--- src/rtl/fpu_arbiter.sv ---
// rtl/fpu_arbiter.sv - two-client arbiter/sequencer for one shared FPU; FPU_ARB_RR_EN selects round-robin over fixed priority
module fpu_arbiter #(
  parameter int LEN_FUNC3 = 3,
  parameter int LEN_FUNC7 = 7,
  parameter int LEN_WORD  = 32
) (
  input  logic                 clk,
  input  logic                 rst,
  input  logic                 r0_order,
  input  logic                 r1_order,
  input  logic [LEN_FUNC3-1:0] r0_func3,
  input  logic [LEN_FUNC3-1:0] r1_func3,
  input  logic [LEN_FUNC7-1:0] r0_func7,
  input  logic [LEN_FUNC7-1:0] r1_func7,
  input  logic [LEN_WORD-1:0]  r0_rs1,
  input  logic [LEN_WORD-1:0]  r1_rs1,
  input  logic [LEN_WORD-1:0]  r0_rs2,
  input  logic [LEN_WORD-1:0]  r1_rs2,
  output logic                 r0_accepted,
  output logic                 r1_accepted,
  output logic                 r0_done,
  output logic                 r1_done,
  output logic [LEN_WORD-1:0]  r0_rd,
  output logic [LEN_WORD-1:0]  r1_rd,
  output logic                 f_order,
  output logic [LEN_FUNC3-1:0] f_func3,
  output logic [LEN_FUNC7-1:0] f_func7,
  output logic [LEN_WORD-1:0]  f_rs1,
  output logic [LEN_WORD-1:0]  f_rs2,
  input  logic                 f_accepted,
  input  logic                 f_done,
  input  logic [LEN_WORD-1:0]  f_rd
);

  typedef enum logic [1:0] {
    S_IDLE  = 2'd0,
    S_ISSUE = 2'd1,
    S_WAIT  = 2'd2
  } state_t;

  state_t               r_state;
  state_t               w_state_nxt;
  logic                 r_owner;
  logic [LEN_FUNC3-1:0] r_func3;
  logic [LEN_FUNC7-1:0] r_func7;
  logic [LEN_WORD-1:0]  r_rs1;
  logic [LEN_WORD-1:0]  r_rs2;
  logic [LEN_WORD-1:0]  r_rd0;
  logic [LEN_WORD-1:0]  r_rd1;

  logic w_grant;
  logic w_winner;
  logic w_busy;
  logic w_done0;
  logic w_done1;

  // A grant happens only from IDLE; the loser keeps its order up and retries next IDLE
  assign w_grant = (r_state == S_IDLE) && (r0_order || r1_order);
  assign w_busy  = (r_state != S_IDLE);
  // f_done while IDLE cannot come from a correctly reset FPU, so it is ignored
  assign w_done0 = f_done && w_busy && !r_owner;
  assign w_done1 = f_done && w_busy &&  r_owner;

`ifdef FPU_ARB_RR_EN
  logic r_last;

  // On a tie the client that did not win last time gets the FPU
  assign w_winner = (r0_order && r1_order) ? ~r_last : r1_order;

  // Remember the most recent winner for the tie-break
  always_ff @(posedge clk) begin
    if (rst) begin
      r_last <= 1'b1;
    end else if (w_grant) begin
      r_last <= w_winner;
    end
  end
`else
  // Fixed priority: client 1 wins only when client 0 is not ordering
  assign w_winner = ~r0_order;
`endif

  // State register
  always_ff @(posedge clk) begin
    if (rst) begin
      r_state <= S_IDLE;
    end else begin
      r_state <= w_state_nxt;
    end
  end

  // Next-state: ISSUE holds until the FPU accepts, WAIT holds until it finishes
  always_comb begin
    w_state_nxt = r_state;
    case (r_state)
      S_IDLE: begin
        if (r0_order || r1_order) begin
          w_state_nxt = S_ISSUE;
        end
      end
      S_ISSUE: begin
        if (f_accepted && f_done) begin
          w_state_nxt = S_IDLE;
        end else if (f_accepted) begin
          w_state_nxt = S_WAIT;
        end
      end
      S_WAIT: begin
        if (f_done) begin
          w_state_nxt = S_IDLE;
        end
      end
      default: w_state_nxt = S_IDLE;
    endcase
  end

  // Operand/owner latch on grant, and per-client result holding registers
  always_ff @(posedge clk) begin
    if (rst) begin
      r_owner <= 1'b0;
      r_func3 <= '0;
      r_func7 <= '0;
      r_rs1   <= '0;
      r_rs2   <= '0;
      r_rd0   <= '0;
      r_rd1   <= '0;
    end else begin
      if (w_grant) begin
        r_owner <= w_winner;
        r_func3 <= w_winner ? r1_func3 : r0_func3;
        r_func7 <= w_winner ? r1_func7 : r0_func7;
        r_rs1   <= w_winner ? r1_rs1   : r0_rs1;
        r_rs2   <= w_winner ? r1_rs2   : r0_rs2;
      end
      if (w_done0) begin
        r_rd0 <= f_rd;
      end
      if (w_done1) begin
        r_rd1 <= f_rd;
      end
    end
  end

  // Outputs: forced to zero while rst is high so nothing leaks during the reset cycle
  always_comb begin
    r0_accepted = 1'b0;
    r1_accepted = 1'b0;
    r0_done     = 1'b0;
    r1_done     = 1'b0;
    r0_rd       = '0;
    r1_rd       = '0;
    f_order     = 1'b0;
    f_func3     = '0;
    f_func7     = '0;
    f_rs1       = '0;
    f_rs2       = '0;
    if (!rst) begin
      r0_accepted = w_grant && !w_winner;
      r1_accepted = w_grant &&  w_winner;
      r0_done     = w_done0;
      r1_done     = w_done1;
      r0_rd       = w_done0 ? f_rd : r_rd0;
      r1_rd       = w_done1 ? f_rd : r_rd1;
      f_order     = (r_state == S_ISSUE);
      f_func3     = r_func3;
      f_func7     = r_func7;
      f_rs1       = r_rs1;
      f_rs2       = r_rs2;
    end
  end

endmodule

--- config.mk ---
export PLATFORM = sky130hd
export DESIGN_NAME = fpu_arbiter
export DESIGN_NICKNAME = d
export VERILOG_FILES = /design/src/rtl/fpu_arbiter.sv
export SDC_FILE = /design/constraint.sdc
export NUM_CORES = 1
export LEC_CHECK = 0
export ABC_AREA = 0
export CAP_MARGIN = 40
export CORE_AREA = 2 2 129 131
export CTS_CLUSTER_DIAMETER = 200
export DETAILED_ROUTE_END_ITERATION = 7
export DIE_AREA = 0 0 131 133
export HOLD_SLACK_MARGIN = 0.15
export PLACE_DENSITY = 0.82
export SLEW_MARGIN = 20
export SYNTH_ARGS = -nofsm -noshare
export SYNTH_HDL_FRONTEND = slang
export SYNTH_SLANG_ARGS = --single-unit
--- constraint.sdc ---
create_clock -name clk -period 2 [get_ports clk]
set_input_delay 0.3 -clock clk [delete_from_list [all_inputs] [get_ports clk]]
set_output_delay 0.3 -clock clk [all_outputs]
set_load 0.03 [all_outputs]
### Word-level counts from Yosys, hierarchy flattened

Cells that the tools add are included.

* multiply operators: 0
* reduce and logical (&&, ||, !) cells: 12
* bitwise operators: 1
* equality and inequality tests: 5
* shifts and indexed selects: 0
* divide/modulo/power cells: 0
* $add $sub $neg: 0
* order comparisons: 0
* multiplexer cells: 22

Operators by type and width (count)
* $mux W32: 8
* $mux W7: 2
* $mux W2: 4
* $logic_and A1 B1 Y1: 7
* $mux W3: 2
* $pmux W2 S3: 1
* $mux W1: 5
* $ne A3 B3 Y1 const B: 1
* $reduce_and A3 Y1: 1
* $eq A2 B1 Y1 const B: 1
* $eq A2 B2 Y1 const B: 1
* $logic_not A2 Y1: 1
* $ne A2 B1 Y1 const B: 1
* $ne A2 B2 Y1 const B: 1
* $reduce_bool A2 Y1: 1
* $logic_not A1 Y1: 1
* $logic_or A1 B1 Y1: 1
* $not A1 Y1: 1

* bits in read-only memories: 0
* latch bits: 0
* output and inout bits: 143
* word-level logic and storage cells: 48
* register bits after elaboration: 141
* memories kept: 0
* input bits: 186
* memory bits (writable): 0

### Logic depth before layout (Yosys ltp)

Gate-level depths: netlist of the first run.

* word-level depth: 5
* depth in mapped cells: 6
* depth with buffers taken out: 3

### Worst setup path after synthesis of the first run

OpenSTA, ideal clock, no wires.

* kind: reg2out
* start: register r_state[0]
* end: output port r0_rd[21]
* stages on the path, launching flop included: 6
* slack: -60 ps
* arrival: 1760 ps
* cell sequence: dfxtp_1 > buf_4 > o21ai_2 > or2_2 > clkbuf_1 > o21ai_0

* word-level cells in the longest chain between the ends: 5

RTL lines
* start, declared: line 41 `state_t r_state;`
* start signal, assigned: line 88 `r_state <= w_state_nxt;`
* $reduce_bool A2 Y1: line 59 `assign w_busy = (r_state != S_IDLE);`
* $logic_and A1 B1 Y1 (2 in series): line 61 `assign w_done0 = f_done && w_busy && !r_owner;`
* $mux W32 (2 in series)
* end, declared: line 23 `output logic [LEN_WORD-1:0] r0_rd,`

No other way between the ends.

### Worst setup path in the final report of the first run

* start: register r_state[1]
* end: output port r1_rd[15]

* word-level cells in the longest chain between the ends: 5

RTL lines
* $reduce_bool A2 Y1: line 59
* $logic_and A1 B1 Y1 (2 in series): line 62 `assign w_done1 = f_done && w_busy && r_owner;`
* $mux W32 (2 in series)
* end, declared: line 24 `output logic [LEN_WORD-1:0] r1_rd,`

No other way between the ends.

==> results_dict.tcl, run 1 <==
set metrics [dict create \
    final_critical_path_setup_slack_ns -0.1446 \
    area_growth_syn_to_layout_pct 85.76 \
    io_buffers 328 \
    fin_cells 1399 \
    syn_area_per_cell_um2 7.594 \
    crit_top_cell "sky130_fd_sc_hd__buf_6" \
    die_area_um2 17420 \
    power.share.combinational_pct 22.4 \
    row_count 47 \
    power.sequential.fraction_pct 37.7 \
    postLayoutCoreUtil_pct 72.75 \
    failed_checks "setup timing" \
    synth-seq-area-share_pct 44.57 \
    power.ir.vdd_worst_mv 0.5723 \
    fillCellCount 1134 \
    post_route_cells_drive_above_1_share_pct 22.34 \
    boundaryPins 329 \
    place.detailed.hpwl_mm 15.42 \
    number_of_setup_violations_in_the_final_report 57 \
    endpoint_kind "output pin" \
    drv_cap 0 \
    power.leakage_nw 4.565 \
    crit_path_top_delay_cell "sky130_fd_sc_hd__dfxtp_2" \
    critical_path_peak_fanout 6 \
    crit_arrival_ns 1.84 \
    firstDrtPassIters 5 \
    die_h_um 133 \
    grt-ovfl-total 0 \
    synthesis.instances 834 \
    power.density_nw_per_um2 683.5 \
    crit_share_post_route_pct 107.2 \
    nets 1351 \
    avgViaCountPerCell 5.300 \
    grt_pass1_vias 6833 \
    clkSinkCount 141 \
    startpoint_of_the_worst_slack_reg_to_reg_timing_path "r_state[1]$_SDFFE_PP0P_" \
    cp-start-kind "flop" \
    drt_wl_total_mm 27.32 \
    htree_levels 4 \
    grt_first_pass_wirelength_mm 36.26 \
    p_clk_share_pct 39.9 \
    place_area_um2 9724 \
    run_status "complete, but fails checks" \
    gp_routability_congestion 0.8552 \
    multi_input_comb_area_um2 3901 \
    cts_hold_buffers 0 \
    drt_drc_violations_left 0 \
    syn_nets 1020 \
    holdCritStartpoint "f_done" \
    initial_utilization_pct 39.16 \
    maximum_number_of_buffers_from_clock_root_to_sink 2 \
    timing.final.max_slew_violations 0 \
    buffer_type_at_the_clock_tree_root "sky130_fd_sc_hd__clkbuf_16" \
    grt_antenna_before_repair 2 \
    hold_viol_final 0 \
    wl_per_cell_um 19.53 \
    net-switching-power_mw 2.262 \
    dp.cells 1335 \
    worstSetupStartpoint "r_state[1]$_SDFFE_PP0P_" \
    worst_hold_slack_ns 0.2659 \
    hp-class "in -> reg" \
    final_antenna_net_count 0 \
    cp_cell_sequence "buf_8, o211ai_4, buf_6, buf_12, nand2_2, a21oi_4, buf_6" \
    floorplan.core_area_um2 16170 \
    power_switching_share_pct 28.13 \
    crit_path_class "reg -> out" \
    r2r_setup_slack_ns 0.26 \
    worstPathRequired_ns 1.70 \
    detail_route.iter0.violations 498 \
    synthesis.area_um2 6334 \
    maximum_number_of_pins_on_one_net_before_global_route_repair 67 \
    synth-seq-cells 141 \
    grt_setup_unrepaired "yes" \
    cts_tree "yes" \
    clk_latency_ns 0.42 \
    chip_width_um 131 \
    timing.slew.headroom_pct 70.97 \
    max_slew.worst_pin.slew_ns 0.4309 \
    stdcell_area_um2 11770 \
    crit_path_max_incr_delay_ns 0.34 \
    number_of_buffers_created_by_cts 17 \
    fmax_mhz 466.3 \
    groute.usage.overall_pct 26.71 \
    vias 7415 \
    post_synth_num_cell_types 26 \
    area_taken_by_flip_flops_and_latches_um2 2829 \
    internal_power_mw 5.779 \
    cts.reportedPaths.clkPinSlew_ns 0.07 \
    final.min_clock_period_ns 2.145 \
    finClkSkew_ns 0.01373 \
    synth_warn 0 \
]
==> state kept, by name (all words and copies together) (netlist names) <==
signal and cells:
r_func7 7, r_owner 1, r_func3 3, r_rs2 32, r_state 2, r_rd1 32
r_rs1 32, r_rd0 32
==> power groups by stage <==
stage	Clock [mW]	Sequential, mW	Combinational (mW)
2_1_floorplan	0	3.07	0.766
3_3_place_gp	0	3.08	1.53
3_5_place_dp	0	3.08	1.54
4_1_cts	3.20	3.03	1.62
5_1_grt	3.36	3.05	1.90
6_report	3.21	3.03	1.80
==> worst paths after layout <==
kind                                           endpoint  depth (start not counted)
worst max-delay path                          r1_rd[15]                          7
worst min-delay path            r_state[1]$_SDFFE_PP0P_                          3
worst max register to register    r_rs2[5]$_SDFFE_PP0N_                          6
worst min register to register        r_rd1[22]$_DFF_P_                          2
==> cell usage after synthesis (all sizes together) <==
library cell	instances	share of area, %
a21oi	32	2.5
and2	1	0.099
buf	33	3.1
clkbuf	45	2.8
dfxtp	141	45
inv	1	0.059
mux2	1	0.18
nand2	140	8.3
nand2b	33	3.3
nand3	148	12
nor2	5	0.30
nor2b	106	10
nor3	1	0.079
nor4	1	0.34
nor4b	1	0.38
o211a	1	0.16
o211ai	1	0.20
o21ai	140	11
o311a	1	0.16
or2	2	0.20
==> cell type report <==
class	count	area share, %
sequential	141	24.05
antenna	2	0.04254
clock inverter	9	0.9359
inverter	1	0.03190
tap	220	2.340
timing repair buffer	390	35.41
clock buffer	22	4.031
multi-input combinational	614	33.16
==> cells in the final DEF, fill, tap and decap left out, types with 4 or more instances in the layout <==
cell                              instances
sky130_fd_sc_hd__clkdlybuf4s50_1        250
sky130_fd_sc_hd__nand3_1                148
sky130_fd_sc_hd__dfxtp_1                138
sky130_fd_sc_hd__nand2_1                117
sky130_fd_sc_hd__nor2b_1                106
sky130_fd_sc_hd__o21ai_0                 77
sky130_fd_sc_hd__buf_6                   71
sky130_fd_sc_hd__buf_4                   38
sky130_fd_sc_hd__nand2b_1                33
sky130_fd_sc_hd__o21ai_1                 30
sky130_fd_sc_hd__o21ai_4                 29
sky130_fd_sc_hd__clkbuf_16               23
sky130_fd_sc_hd__nand2_4                 18
sky130_fd_sc_hd__a21oi_4                 18
sky130_fd_sc_hd__a21oi_2                 14
sky130_fd_sc_hd__buf_12                  14
sky130_fd_sc_hd__nand2_2                  5
sky130_fd_sc_hd__dlymetal6s2s_1           5
sky130_fd_sc_hd__o21ai_2                  4
==> repair_timing <==
item	CTS	global route
buffers inserted	10	15
pin swaps	20	50
cloned	2	6
resized for setup	115	177
endpoints found under the setup margin	66	68
==> through the flow <==
step,setup WS (ns),power [mW],setup TNS [ns]
after floorplan,-0.06010,3.835,-1.665
after global placement,-0.1609,4.607,-2.138
after detailed placement,-0.1942,4.623,-3.419
after CTS,-0.07001,7.837,-1.770
after global routing,-0.1930,8.309,-7.458
final,-0.1446,8.041,-3.964
==> metal layers <==
metal / up-vias / routed length [µm] / global-route usage, %
li1: 3468 / - / -
met1: 3521 / 10580 / 32.49
met2: 331 / 13620 / 43.49
met3: 95 / 1771 / 6.915
met4: 0 / 1351 / 12.94
met5: - / 0 / 0
==> worst max-delay path: cells and delay by family (launching register included) <==
kind | cells | cell delay [ns]
DFF | 1 | 0.34
buffers and inverters | 4 | 0.59
AOI/OAI and AO/OA | 2 | 0.41
and+or+nand+nor | 1 | 0.08
==> kinds of logic after synthesis <==
kind of cell	share of synthesized area (%)
buf+inv	5.986
mux	0.1778
simple gates	35.10
flops	44.57
compound gates	14.16
Power figures use the tool's default switching activity.
==> inputs of run 2 (changes only) <==
--- a/config.mk
+++ b/config.mk
@@ -11,6 +11,7 @@
 export CTS_CLUSTER_DIAMETER = 200
 export DETAILED_ROUTE_END_ITERATION = 7
 export DIE_AREA = 0 0 131 133
+export GPL_TIMING_DRIVEN = 0
 export HOLD_SLACK_MARGIN = 0.15
 export PLACE_DENSITY = 0.82
 export SLEW_MARGIN = 20
==> run 2 against run 1 <==
  * The run still ends with setup timing left
  * Hold slack better by 0.13 ns
  * Non-clock buffer count is 64 higher
  * Final cell count is 4.6% higher
  * Combinational power hardly changed
  * Worst setup slack better by 0.033 ns
  * Critical path type unchanged
  * Critical endpoint is now r1_rd[21]
==> results_dict.tcl, run 2 (same netlist as run 1, synthesis figures left out) <==
set metrics [dict create \
    run_status "complete, but fails checks" \
    failed_checks "setup timing" \
    endpoint_kind "output pin" \
    drt_drc_violations_left 0 \
    r2r_setup_slack_ns 0.11 \
    mostFrequentLayoutCells "183 x sky130_fd_sc_hd__clkdlybuf4s50_1, 148 x sky130_fd_sc_hd__nand3_1, 138 x sky130_fd_sc_hd__dfxtp_1" \
    net-switching-power_mw 2.315 \
    row_count 47 \
    cp_cell_sequence "buf_6, o211a_4, buf_8, buf_6, nand2_1, a21oi_4, buf_6" \
    p_clk_share_pct 42.0 \
    vias 7719 \
    critPathBufInv 4 \
    firstDrtPassIters 5 \
    final_antenna_net_count 0 \
    power_switching_share_pct 27.98 \
    nets 1416 \
    maximum_number_of_buffers_from_clock_root_to_sink 2 \
    crit_path_top_delay_cell "sky130_fd_sc_hd__dfxtp_2" \
    power.density_nw_per_um2 697.5 \
    maximum_number_of_pins_on_one_net_before_global_route_repair 17 \
    groute.layer.met3.usage_pct 6.753 \
    fin_tns_setup_ns -2.176 \
    io_buffers 327 \
    number_of_setup_violations_in_the_final_report 48 \
    drv_cap 0 \
    timing.final.max_slew_violations 0 \
    drt_wl_total_mm 27.41 \
    crit_arrival_ns 1.81 \
    reg2regPathDepth 7 \
    grt_setup_unrepaired "yes" \
    min_delay_worst_endpoint "r_state[1]$_SDFFE_PP0P_" \
    chip_width_um 131 \
    crit_share_post_route_pct 105.6 \
    hold_viol_final 0 \
    gp_routability_congestion 0.9331 \
    htree_levels 4 \
    clkSinkCount 141 \
    fmax_mhz 473.6 \
    groute.usage.overall_pct 28.52 \
    multi_input_comb_area_um2 3841 \
    avgViaCountPerCell 5.276 \
    power.leakage_nw 5.119 \
    gr-max-usage-layer "met2" \
    worst_r2r_endpoint "r_rs2[3]$_SDFFE_PP0N_" \
    timing.slew.headroom_pct 61.39 \
    holdCritStartpoint "f_done" \
    clk_latency_ns 0.42 \
    floorplan.core_area_um2 16170 \
    die_area_um2 17420 \
    dp.cells 1381 \
    insertedDiodeCount 0 \
    grt_pass1_vias 7296 \
    buffer_type_at_the_clock_tree_root "sky130_fd_sc_hd__clkbuf_16" \
    startpoint_of_the_worst_slack_reg_to_reg_timing_path "r_state[1]$_SDFFE_PP0P_" \
    internal_power_mw 5.959 \
    area_taken_by_flip_flops_and_latches_um2 2831 \
    fin_cells 1463 \
    fillCellCount 1140 \
    grt-ovfl-total 0 \
    wl_per_cell_um 18.73 \
    critical_path_peak_fanout 6 \
    hp-class "in -> reg" \
    max_slew.worst_pin.slew_ns 0.5791 \
    timing.hold.worst_path_depth 2 \
    place.detailed.hpwl_mm 17.18 \
    cts_tree "yes" \
    crit_path_class "reg -> out" \
    grt.met1_usage_pct 33.95 \
    power.sequential.fraction_pct 36.6 \
    die_h_um 133 \
    number_of_buffers_created_by_cts 17 \
    detail_route.iter0.violations 487 \
    crit_top_cell "sky130_fd_sc_hd__buf_6" \
    finClkSkew_ns 0.01017 \
    worstSetupStartpoint "r_owner$_SDFFE_PP0N_" \
    initial_utilization_pct 39.16 \
    worstPathRequired_ns 1.70 \
    cp-start-kind "flop" \
    area_growth_syn_to_layout_pct 87.30 \
    final.min_clock_period_ns 2.112 \
    met2_usage_pct 47.90 \
    critical_path.top_delay_family "buffers and inverters" \
    grt_antenna_before_repair 0 \
    boundaryPins 329 \
    crit_path_max_incr_delay_ns 0.33 \
    post_route_cells_drive_above_1_share_pct 24.94 \
    most_common_cell_after_layout_fill_and_taps_aside "sky130_fd_sc_hd__clkdlybuf4s50_1" \
    final_critical_path_setup_slack_ns -0.1117 \
    grt_first_pass_wirelength_mm 38.61 \
    power.share.combinational_pct 21.4 \
    power.ir.vdd_worst_mv 0.6045 \
    cts.reportedPaths.clkPinSlew_ns 0.06 \
]
-- run 2: cell types whose count changed in the layout (fill, tap and decap cells not counted), sizes merged --
cell           before  now
buf               128  155
bufinv              2    4
clkbuf             28   61
clkdlybuf4s15       0    3
clkdlybuf4s50     250  183
clkinv              3    2
clkinvlp            3    2
diode               2    0
dlygate4sd2         1   59
dlymetal6s2s        5   11
inv                 2    7
or2                 2    3
-- run 2: repair_timing --
item                       4_1_cts  5_1_grt
resized for setup              744      125
gates cloned                     3        5
setup endpoints to repair      143       84
buffers inserted                25       22
pin swaps                       40       22
hold buffers                     0        0
-- run 2: power groups by stage --
stage               Clock, mW  Sequential (mW)  Combinational, mW
finish                   3.47             3.03               1.77
CTS                      3.50             3.02               1.66
detailed placement          0             3.08               1.56
global placement            0             3.07               1.55
floorplan                   0             3.07              0.766
global route             3.62             3.04               1.87
-- run 2: worst reg2reg max path, stage by stage (launching register included) --
cell,delay [ns]
sky130_fd_sc_hd__dfxtp_4,0.37
sky130_fd_sc_hd__buf_4,0.16
sky130_fd_sc_hd__nor4b_4,0.37
sky130_fd_sc_hd__buf_4,0.17
sky130_fd_sc_hd__buf_4,0.11
sky130_fd_sc_hd__clkbuf_1,0.38
sky130_fd_sc_hd__nand2_1,0.16
sky130_fd_sc_hd__nand3_1,0.11
-- run 2: worst max path at each step --
stage	endpoint	slack, ns	depth (start not counted)
2_1_floorplan	r0_rd[21]	-0.06	5
3_3_place_gp	r0_rd[28]	-0.92	6
3_5_place_dp	r0_rd[20]	-0.94	6
4_1_cts	r1_rd[15]	-0.19	8
5_1_grt	r1_rd[21]	-0.18	7
6_report	r1_rd[21]	-0.11	7
-- run 2: per-stage QoR --
step	power (mW)	area, µm²	setup slack [ns]	hold slack, ns	util, %
after floorplan	3.835	6334	-0.06010	0.3759	-
after global placement	4.624	9882	-0.9156	0.4465	61.11
after detailed placement	4.636	9882	-0.9402	0.4516	61.11
after CTS	8.182	11330	-0.1947	0.3630	70.07
after global routing	8.534	11860	-0.1773	0.3944	73.35
final	8.274	11860	-0.1117	0.3941	73.35
-- run 2: area by class of cell --
class / count / area share [%]
buffer: 75 / 4.472
clock buffer: 18 / 3.702
clock inverter: 14 / 1.719
inverter: 1 / 0.03164
multi-input combinational: 615 / 32.38
sequential: 141 / 23.87
tap: 220 / 2.320
timing repair buffer: 379 / 31.51
-- run 2: routing by layer --
layer / share of wire, % / routed length (µm)
met1: 38 / 10450
met2: 50 / 13670
met3: 6.9 / 1901
met4: 5.1 / 1387
met5: 0 / 0
==> inputs of run 3 (changes only) <==
--- a/config.mk
+++ b/config.mk
@@ -5,15 +5,15 @@
 export SDC_FILE = /design/constraint.sdc
 export NUM_CORES = 1
 export LEC_CHECK = 0
-export ABC_AREA = 0
+export ABC_AREA = 1
 export CAP_MARGIN = 40
-export CORE_AREA = 2 2 129 131
+export CORE_MARGIN = 2
+export CORE_UTILIZATION = 46
 export CTS_CLUSTER_DIAMETER = 200
 export DETAILED_ROUTE_END_ITERATION = 7
-export DIE_AREA = 0 0 131 133
 export GPL_TIMING_DRIVEN = 0
 export HOLD_SLACK_MARGIN = 0.15
-export PLACE_DENSITY = 0.82
+export PLACE_DENSITY = 0.89
 export SLEW_MARGIN = 20
 export SYNTH_ARGS = -nofsm -noshare
 export SYNTH_HDL_FRONTEND = slang
==> run 3 against run 2 <==
  * The run still ends with setup timing left
  * Power grew 2.9%
  * Clock power is 13% lower
  * Sequential cell count unchanged
  * Clock skew fell by 0.0015 ns
  * Non-clock buffer count fell by 11
  * Cell area rose by 2.4%
  * Sequential power up 2%
  * Largest cell class unchanged
==> results_dict.tcl, run 3 <==
set metrics [dict create \
    crit_arrival_ns 1.81 \
    chip_width_um 130 \
    synthesis.instances 1126 \
    synthMostInstantiatedCell "sky130_fd_sc_hd__inv_1" \
    synth_warn 0 \
    die_area_um2 16900 \
    synth-seq-area-share_pct 38.65 \
    die_h_um 130 \
    clk_latency_ns 0.43 \
    synth_area_leaders "sky130_fd_sc_hd__dfxtp_1 39%, sky130_fd_sc_hd__nand4_1 18%, sky130_fd_sc_hd__inv_1 12%, sky130_fd_sc_hd__nand2_1 10%, sky130_fd_sc_hd__nor2_1 7.3%" \
    cts.reportedPaths.clkPinSlew_ns 0.06 \
    grt-ovfl-total 0 \
    power.density_nw_per_um2 700.6 \
    reg2regPathDepth 6 \
    syn_area_per_cell_um2 6.486 \
    timing.final.max_slew_violations 0 \
    detail_route.iter0.violations 844 \
    number_of_setup_violations_in_the_final_report 16 \
    drt_wl_total_mm 31.22 \
    timing.slew.headroom_pct 58.30 \
    crit_top_cell "sky130_fd_sc_hd__buf_6" \
    worstPathRequired_ns 1.70 \
    floorplan.core_area_um2 15710 \
    cts_hold_buffers 0 \
    finClkSkew_ns 0.008668 \
    row_count 46 \
    clkSinkCount 141 \
    worstSetupStartpoint "r_state[0]$_SDFFE_PP0P_" \
    worst_r2r_endpoint "r_rs2[0]$_SDFFE_PP0N_" \
    crit_path_max_incr_delay_ns 0.37 \
    hold_viol_final 0 \
    cp-start-kind "flop" \
    power.ir.vdd_worst_mv 0.6212 \
    crit_path_top_delay_cell "sky130_fd_sc_hd__dfxtp_4" \
    maximum_number_of_buffers_from_clock_root_to_sink 2 \
    syn_nets 1312 \
    synthesis.area_um2 7303 \
    drv_cap 0 \
    avgViaCountPerCell 5.410 \
    r2r_setup_slack_ns 0.48 \
    synth-seq-cells 141 \
    max_slew.worst_pin.slew_ns 0.6254 \
    grt_pass1_vias 8607 \
    crit_share_post_route_pct 105.6 \
    gp_routability_congestion 0.9412 \
    place.detailed.hpwl_mm 21.27 \
    fmax_mhz 473.3 \
    fin_cells 1720 \
    wl_per_cell_um 18.15 \
    cp_cell_sequence "inv_4, nand2_8, buf_6, buf_6, nand4_1, nand2_1, nor2_2, buf_6" \
    drt_drc_violations_left 0 \
    fillCellCount 1107 \
    firstDrtPassIters 7 \
    initial_utilization_pct 46.48 \
    grt_antenna_before_repair 2 \
    boundaryPins 329 \
    startpoint_of_the_worst_slack_reg_to_reg_timing_path "r_state[0]$_SDFFE_PP0P_" \
    dp.cells 1669 \
    vias 9306 \
    endpoint_kind "output pin" \
    number_of_buffers_created_by_cts 17 \
    buffer_type_at_the_clock_tree_root "sky130_fd_sc_hd__clkbuf_16" \
    critical_path_peak_fanout 6 \
    maximum_number_of_pins_on_one_net_before_global_route_repair 17 \
    power.leakage_nw 5.761 \
    post_synth_num_cell_types 18 \
    share_of_synthesized_flip_flops_with_an_asynchronous_set_or_reset_pct 0 \
    most_common_cell_after_layout_fill_and_taps_aside "sky130_fd_sc_hd__clkdlybuf4s50_1" \
    groute.usage.overall_pct 33.52 \
    crit_path_class "reg -> out" \
    nets 1675 \
    io_buffers 327 \
    post_synth_edffs 0 \
    grt_first_pass_wirelength_mm 43.68 \
    grt_setup_unrepaired "yes" \
    mostFrequentLayoutCells "231 x sky130_fd_sc_hd__clkdlybuf4s50_1, 215 x sky130_fd_sc_hd__inv_1, 213 x sky130_fd_sc_hd__nand4_1" \
    failed_checks "setup timing" \
    synth.top_cell.area_share_pct 38.65 \
    netlist_top_cells_count "237 x sky130_fd_sc_hd__inv_1, 213 x sky130_fd_sc_hd__nand4_1, 204 x sky130_fd_sc_hd__nand2_1, 142 x sky130_fd_sc_hd__nor2_1, 141 x sky130_fd_sc_hd__dfxtp_1" \
    post_route_cells_drive_above_1_share_pct 21.00 \
    worst_setup_path_endpoint "r0_rd[1]" \
    htree_levels 4 \
    final_critical_path_setup_slack_ns -0.1130 \
    synth_area_leader_cell "sky130_fd_sc_hd__dfxtp_1" \
    synth-main-ff-cell "sky130_fd_sc_hd__dfxtp_1" \
    cts_tree "yes" \
    run_status "complete, but fails checks" \
    final.min_clock_period_ns 2.113 \
    design_power_total_mw 8.511 \
    hp-class "in -> reg" \
    final_antenna_net_count 0 \
    area_growth_syn_to_layout_pct 66.35 \
]
## run 3: where the power goes
group,switching [mW],internal [mW]
clock,1.20,1.82
sequential,0.0632,3.02
combinational,1.41,0.996
total,2.67,5.84
## run 3: kinds of logic (layout without fill, tap and decap cells)
kind of cell / Yosys count / after routing / synth area share [%]
other: 0 / 4 / 0
buffers and inverters: 340 / 714 / 19.10
AO/OA/AOI/OAI: 3 / 3 / 0.2570
AND/OR/NAND/NOR: 642 / 642 / 41.99
flip-flops: 141 / 141 / 38.65
## run 3: layout make-up
class,count,area [µm²],area share [%]
Inverter,241,917.1,7.549
Timing Repair Buffer,344,3476,28.61
Multi-Input combinational cell,645,3455,28.43
Tap cell,216,270.3,2.225
Clock inverter,6,61.31,0.5046
Sequential cell,141,2830,23.30
Antenna cell,4,10.01,0.08239
Buffer,99,638.1,5.252
Clock buffer,24,491.7,4.047
## run 3: stage by stage
step                      utilization, %  worst slack, ns  setup TNS [ns]  hold WS, ns  cell area (µm²)
after floorplan                        -           0.3310               0       0.4672             7303
after detailed placement           69.03          -0.6727          -43.63       0.4947            10850
after CTS                          73.57        -0.005371       -0.005546       0.4508            11560
after global placement             69.03          -0.6582          -44.14       0.4913            10850
final                              77.32          -0.1130         -0.4358       0.4546            12150
after global routing               77.29          -0.1424          -2.893       0.4695            12140
## run 3: worst min-delay path by stage
stage	end	depth (start not counted)	start
2_1_floorplan	r_state[1]$_SDFFE_PP0P_	2	f_accepted
4_1_cts	r_rs2[31]$_SDFFE_PP0N_	3	r1_rs2[31]
3_3_place_gp	r_rd1[17]$_DFF_P_	4	r_rd1[17]$_DFF_P_
3_5_place_dp	r_rd1[14]$_DFF_P_	4	r_rd1[14]$_DFF_P_
5_1_grt	r_func7[2]$_SDFFE_PP0N_	3	r1_func7[2]
6_report	r_rs2[31]$_SDFFE_PP0N_	3	r1_rs2[31]
## run 3: repair_timing
action | CTS | global route
cloned | 3 | 3
endpoints found under the setup margin | 136 | 87
setup buffers | 4 | 7
pin swaps | 13 | 12
gates resized for setup | 511 | 193
## run 3: layer usage
metal | vias up | GRT usage [%] | wire length [µm]
li1 | 4338 | - | -
met3 | 136 | 10.95 | 2963
met2 | 545 | 58.82 | 15740
met5 | - | 0 | 0
met1 | 4287 | 35.80 | 10880
met4 | 0 | 17.90 | 1637
## run 3: critical path, delay by kind of cell (launching register included)
kind | cells | cell delay [ns]
flip-flops | 1 | 0.37
AND/OR/NAND/NOR | 4 | 0.50
buffers and inverters | 4 | 0.51
